[src/rtl/riscv_str_issue_ctrl_pkg.sv]
// Shared types and constants for the string-ops issue controller.
// Operator encodings mirror the riscv_str_ops unit's operator_i field.
package riscv_str_issue_ctrl_pkg;

    localparam int STR_OP_WIDTH = 2;

    localparam logic [STR_OP_WIDTH-1:0] STR_OP_UPPER = 2'd0;
    localparam logic [STR_OP_WIDTH-1:0] STR_OP_LOWER = 2'd1;
    localparam logic [STR_OP_WIDTH-1:0] STR_OP_LEET  = 2'd2;

    localparam logic [31:0] STR_RESULT_POISON = 32'hDEADBEEF;

    typedef enum logic [1:0] {
        IDLE  = 2'd0,
        EXEC  = 2'd1,
        RESP  = 2'd2,
        DRAIN = 2'd3
    } str_issue_state_e;

    function automatic logic str_op_multicycle(input logic [STR_OP_WIDTH-1:0] op);
        return (op == STR_OP_LEET);
    endfunction

endpackage

[src/rtl/riscv_str_issue_ctrl_resp_reg.sv]
// Result holding register (32-bit value + poison flag) with a valid/ready
// handshake towards writeback; load wins over consume/clear.
module riscv_str_resp_reg (
    input  logic        clk,
    input  logic        rst_n,
    input  logic        load,
    input  logic [31:0] load_data,
    input  logic        load_err,
    input  logic        clear,
    input  logic        ready,
    output logic        valid,
    output logic [31:0] data,
    output logic        err
);

    logic        valid_r;
    logic [31:0] data_r;
    logic        err_r;

    // Retiring an entry only drops valid; the payload stays visible until the next load.
    always_ff @(posedge clk or negedge rst_n) begin
        if (!rst_n) begin
            valid_r <= 1'b0;
            data_r  <= 32'h0000_0000;
            err_r   <= 1'b0;
        end else if (load) begin
            valid_r <= 1'b1;
            data_r  <= load_data;
            err_r   <= load_err;
        end else if (clear || ready) begin
            valid_r <= 1'b0;
        end else begin
            valid_r <= valid_r;
        end
    end

    assign valid = valid_r;
    assign data  = data_r;
    assign err   = err_r;

endmodule

[src/rtl/riscv_str_issue_ctrl.sv]
// EX-side initiator for the riscv_str_ops unit: issue, wait, capture, hand to writeback.
// Optional watchdog enabled by defining RISCV_STR_TIMEOUT_EN.
module riscv_str_issue_ctrl
    import riscv_str_issue_ctrl_pkg::*;
#(
    parameter int CNT_W          = 4,
    parameter int TIMEOUT_CYCLES = 12
) (
    input  logic                    clk,
    input  logic                    rst_n,
    input  logic                    req_valid_i,
    input  logic [STR_OP_WIDTH-1:0] req_op_i,
    input  logic [31:0]             req_operand_i,
    output logic                    req_ready_o,
    input  logic                    flush_i,
    output logic                    str_en_o,
    output logic [STR_OP_WIDTH-1:0] str_op_o,
    output logic [31:0]             str_operand_o,
    input  logic [31:0]             str_result_i,
    input  logic                    str_ready_i,
    output logic                    str_ex_ready_o,
    output logic                    wb_valid_o,
    output logic [31:0]             wb_result_o,
    output logic                    wb_err_o,
    input  logic                    wb_ready_i,
    output logic                    busy_o
);

`ifdef RISCV_STR_TIMEOUT_EN
    localparam logic TIMEOUT_EN = 1'b1;
    if (TIMEOUT_CYCLES >= (32'd1 << CNT_W) - 32'd1) begin : g_timeout_range
        $error("TIMEOUT_CYCLES must be below the saturating counter maximum");
    end
`else
    localparam logic TIMEOUT_EN = 1'b0;
`endif

    localparam logic [CNT_W-1:0] TIMEOUT_CNT = TIMEOUT_CYCLES[CNT_W-1:0];
    localparam logic [CNT_W-1:0] CNT_ONE     = {{(CNT_W-1){1'b0}}, 1'b1};

    str_issue_state_e        state_r;
    str_issue_state_e        state_s;
    logic [CNT_W-1:0]        cnt_r;
    logic [STR_OP_WIDTH-1:0] op_r;
    logic [31:0]             operand_r;

    logic        accept_s;
    logic        capture_s;
    logic        timeout_s;
    logic        load_s;
    logic [31:0] load_data_s;
    logic        resp_clear_s;

    // State register, request latch and saturating exec-cycle counter.
    always_ff @(posedge clk or negedge rst_n) begin
        if (!rst_n) begin
            state_r   <= IDLE;
            cnt_r     <= '0;
            op_r      <= '0;
            operand_r <= 32'h0000_0000;
        end else begin
            state_r <= state_s;
            if (accept_s) begin
                op_r      <= req_op_i;
                operand_r <= req_operand_i;
                cnt_r     <= '0;
            end else if ((state_r == EXEC) && (cnt_r != '1)) begin
                cnt_r <= cnt_r + CNT_ONE;
            end else begin
                cnt_r <= cnt_r;
            end
        end
    end

    // Next state and unit-side handshake; flush outranks both capture and accept.
    always_comb begin
        state_s        = state_r;
        accept_s       = 1'b0;
        capture_s      = 1'b0;
        timeout_s      = 1'b0;
        req_ready_o    = 1'b0;
        str_en_o       = 1'b0;
        str_ex_ready_o = 1'b1;
        case (state_r)
            IDLE: begin
                req_ready_o = !flush_i;
                accept_s    = req_valid_i && !flush_i;
                if (accept_s) begin
                    state_s = EXEC;
                end else begin
                    state_s = IDLE;
                end
            end
            EXEC: begin
                str_en_o = 1'b1;
                // A LEET result is only trusted once the unit has left IDLE (counter past issue).
                if (str_op_multicycle(op_r)) begin
                    capture_s = !flush_i && (cnt_r != '0) && str_ready_i;
                end else begin
                    capture_s = !flush_i && (cnt_r == CNT_ONE);
                end
                timeout_s      = TIMEOUT_EN && !flush_i && !capture_s && (cnt_r == TIMEOUT_CNT);
                str_ex_ready_o = capture_s || timeout_s;
                if (flush_i) begin
                    if (str_op_multicycle(op_r)) begin
                        state_s = DRAIN;
                    end else begin
                        state_s = IDLE;
                    end
                end else if (capture_s || timeout_s) begin
                    state_s = RESP;
                end else begin
                    state_s = EXEC;
                end
            end
            RESP: begin
                req_ready_o = wb_ready_i && !flush_i;
                accept_s    = req_valid_i && wb_ready_i && !flush_i;
                if (flush_i) begin
                    state_s = IDLE;
                end else if (accept_s) begin
                    state_s = EXEC;
                end else if (wb_ready_i) begin
                    state_s = IDLE;
                end else begin
                    state_s = RESP;
                end
            end
            DRAIN: begin
                if (str_ready_i) begin
                    state_s = IDLE;
                end else begin
                    state_s = DRAIN;
                end
            end
            default: begin
                state_s = IDLE;
            end
        endcase
    end

    assign busy_o        = (state_r != IDLE);
    assign str_op_o      = op_r;
    assign str_operand_o = operand_r;

    assign load_s       = capture_s || timeout_s;
    assign load_data_s  = timeout_s ? STR_RESULT_POISON : str_result_i;
    assign resp_clear_s = flush_i && (state_r == RESP);

    riscv_str_resp_reg u_resp_reg (
        .clk       (clk),
        .rst_n     (rst_n),
        .load      (load_s),
        .load_data (load_data_s),
        .load_err  (timeout_s),
        .clear     (resp_clear_s),
        .ready     (wb_ready_i),
        .valid     (wb_valid_o),
        .data      (wb_result_o),
        .err       (wb_err_o)
    );

endmodule

[config.mk]
export PLATFORM = sky130hd
export DESIGN_NAME = riscv_str_issue_ctrl
export DESIGN_NICKNAME = d
export VERILOG_FILES = /design/src/rtl/riscv_str_issue_ctrl_pkg.sv /design/src/rtl/riscv_str_issue_ctrl_resp_reg.sv /design/src/rtl/riscv_str_issue_ctrl.sv
export SDC_FILE = /design/constraint.sdc
export NUM_CORES = 1
export LEC_CHECK = 0
export ABC_CLOCK_PERIOD_IN_PS = 2500
export CAP_MARGIN = 20
export CORE_MARGIN = 4
export CORE_UTILIZATION = 41
export DETAILED_ROUTE_END_ITERATION = 10
export PLACE_DENSITY = 0.76
export SLEW_MARGIN = 20
export SYNTH_ARGS = -nofsm -noshare
export SYNTH_HDL_FRONTEND = slang
export SYNTH_HIERARCHICAL = 1
export SYNTH_SLANG_ARGS = --single-unit
[constraint.sdc]
create_clock -name clk -period 2.5 [get_ports clk]
set_input_delay 0.75 -clock clk [delete_from_list [all_inputs] [get_ports clk]]
set_output_delay 0.75 -clock clk [all_outputs]
set_load 0.005 [all_outputs]
==> implementation parameters <==
Parameter                              Value

Global routing
  Antenna violations before repair    0
  Global Route met3 Usage    6.16%
  Number of global-route vias before repair    approximately 2.4k
  Global routing usage summed across all routing layers    16.3%
  Residual overflow from global routing    0
  Met1 track utilization from global routing    between 10% and 20%
  First-pass GRT wire length    11300 µm
  Maximum number of pins on one net before global-route repair    41
  Met2 GRT Util    26.8%
  Global routing's busiest layer    met2

Power and ir drop
  Share of power burned in registers    a little under two fifths
  Sw Ratio    26.8%
  Total power per unit cell area    1100 nW/µm²
  Clock network fraction of total power    18.1%
  Cell leakage power    2.17 nW
  Net switching power of the design    0.00149 W
  Combinational share of power    45.0%
  Largest vdd supply drop    about 0.59 mV
  Total power    around 0.0056 W
  Internal Power    0.00407 W

Synth
  Post-synthesis async set-or-reset flop share    100%
  Synthesized Nets    273
  Syn Std Cell Area    about 3100 µm²
  Cells after synthesis    about 200
  Count of synthesis-stage warnings from yosys    6
  Number of distinct library cell variants in the gate-level netlist after synthesis    33
  Count of state elements after synthesis    74
  Synth Flop Type    sky130_fd_sc_hd__dfrtp_1
  Post-synthesis average cell area    15.9 µm²
  Number of enable-type register cells in the synthesized netlist    0
  Portion of the post-synthesis area used by sequential elements    58.9%

Clock network
  Clock tree from TritonCTS    built
  Clock transition at the registers of the reported paths    around 0.08 ns
  Post-CTS Hold Fix Bufs    0
  Number of clock sinks    between 70 and 80
  Longest Clk Path Bufs    2
  Clock insertion delay at the later pin of the skew report    about 0.34 ns
  Number of CTS-inserted buffers    9
  Cell chosen for the clock root    sky130_fd_sc_hd__clkbuf_8
  H-tree depth    3

STA
  Max Slew Vio Count    0
  Total of endpoints with negative setup slack in the final report    0
  Relative slew slack    roughly two thirds
  Max Clock Freq    404 MHz
  Unrepaired setup endpoints after global routing    yes
  PnR worst setup slack    between 0.02 and 0.03 ns
  Slew at the pin closest to its max-slew limit    0.527 ns
  Worst hold slack    0.380 ns
  Final critical-path required period    2.47 ns
  Clock Skews    0.00902 ns
  Period Utilization, post-route    99.0%
  Sum Neg Setup Slack    0 ns
  Number of endpoints with negative hold slack in the final report    0

Hold path
  Min-delay worst type    in2async

Run
  Max-cap violation count    0

Detailed routing
  Number of DRC violations after detailed-routing iteration 0    42
  DRC errors left    0
  Wire length after detailed routing    7260 µm
  Detailed-router iteration count before antenna repair    4
  Routed len/inst    15.5 µm
  Number of nets with antenna violations after routing    0
  Count of vias placed by the detailed router    2233
  Post-detailed-route via-to-cell ratio    4.76

Die
  Vert. Die Dim    95.6 µm
  Area of the die    about 9100 µm²
  Die boundary width    95.6 µm
  Total core area    roughly 7400 µm²
  Number of placed I/O pins    144
  Initial cell density of the core    42.6%
  Standard-cell rows    31

Final layout
  Net total in the final layout    440
  Commonest non-fill, non-tap cell in the layout    sky130_fd_sc_hd__clkdlybuf4s50_1
  Diodes inserted    0
  Layout cells sized above 1    31.6%
  Count of filler cells inserted in the layout    545
  Leading cell types in the layout, fill and taps excluded    sky130_fd_sc_hd__clkdlybuf4s50_1, sky130_fd_sc_hd__dfrtp_1, sky130_fd_sc_hd__mux2_2
  Final Instance Count excl. Fillers    469
  P&R area growth vs syn    61.0%

Placed design
  Global placement routability congestion    0.832
  Worst setup slack before clock tree synthesis    -0.517 ns
  Number of port buffers    143
  Total placed cells including tap cells    449
  Detailed-placement wirelength estimate    between 5000 and 6000 µm

Worst setup path
  WS Path Type    reg2out
  Worst endpoint data arrival time    1.72 ns
  Kind of end point of the critical path    output port
  Max FO, Critical Path    2
  Critical path launch point type    flip-flop
  Req. time, crit path    between 1.5 and 2 ns
  Worst setup slack for register-to-register paths    between 0.2 and 0.25 ns

Status
  Status    complete, no violations
## critical path: stages, from the launching register on
cell	delay, ns
sky130_fd_sc_hd__dfrtp_1	0.40
sky130_fd_sc_hd__inv_2	0.09
sky130_fd_sc_hd__ha_4	0.12
sky130_fd_sc_hd__or3b_4	0.37
sky130_fd_sc_hd__a22oi_2	0.21
sky130_fd_sc_hd__nand2_1	0.07
sky130_fd_sc_hd__buf_2	0.13
## Yosys cell counts (all sizes together), types with 2 or more instances
master	n	share of area, %
nor2	2	0.24
mux2	67	27
nand3	5	0.80
a21oi	5	0.80
inv	4	0.48
o21ai	4	0.64
nand2	2	0.24
buf	9	3.6
nor4b	2	1.0
dfrtp	74	59
nand2b	2	0.40
nor3	4	0.64
ha	3	1.2
nor2b	2	0.40
## stage by stage
step                utilization (%)  instance area [µm²]
floorplan                         -                 3140
global placement               64.8                 4770
detailed placement             64.8                 4770
CTS                            68.1                 5020
global route                   68.7                 5060
finish                         68.7                 5060
## flip-flops by register name (all words and copies together), names as in the netlist
name,count
cnt_r,4
state_r,2
str_op_o,2
str_operand_o,32
u_resp_reg/data,32
u_resp_reg/err,1
u_resp_reg/valid,1
## path summary, 6_finish.rpt
kind	start	endpoint	cells after the start
worst min-delay path	rst_n	u_resp_reg/data[16]	1
min in group clk	u_resp_reg/valid	u_resp_reg/valid	1
worst max register to register	cnt_r[1]	u_resp_reg/err	11
max in group asynchronous	rst_n	u_resp_reg/data[26]	2
worst min register to register	u_resp_reg/valid	u_resp_reg/valid	1
worst max-delay path	cnt_r[1]	str_ex_ready_o	6
## routing by layer
metal  share of wire (%)  wire (µm)
met2                  48       3490
met4                 1.5        110
met5                   0          0
met1                  41       2950
met3                 9.8        714
## area by class of cell
cell class	instances	area, µm²	share of cell area, %
Inverter	4	17.5	0.346
Clock inverter	7	93.8	1.85
Sequential cell	74	1850	36.6
Timing Repair Buffer	165	1630	32.2
Multi-Input combinational cell	111	1220	24.1
Tap cell	99	124	2.45
Clock buffer	9	124	2.45
## power groups by stage
| stage | combinational (W) | clock, W | sequential (W) |
|---|---|---|---|
| 5_1_grt | 0.00270 | 0.00109 | 0.00214 |
| 2_1_floorplan | 0.000900 | 0 | 0.00211 |
| 3_5_place_dp | 0.00246 | 0 | 0.00207 |
| 3_3_place_gp | 0.00242 | 0 | 0.00204 |
| 6_report | 0.00250 | 0.00101 | 0.00206 |
| 4_1_cts | 0.00250 | 0.00104 | 0.00206 |
## what timing repair did
action,4_1_cts,5_1_grt
setup endpoints to repair,3,2
pin swaps,2,3
buffers inserted,1,3
resized for setup,17,6
## cell families (layout without fill, tap and decap cells)
kind of cell | count (synthesis) | after routing | synth area share (%)
compound gates | 14 | 14 | 2.71
fa+ha+maj | 3 | 3 | 1.19
buf+inv | 13 | 185 | 4.10
flops | 74 | 74 | 58.9
mux | 67 | 67 | 27.5
other cells | 1 | 1 | 0.119
simple gates | 26 | 26 | 5.49
Note: power is estimated with default switching activity, not from simulation.
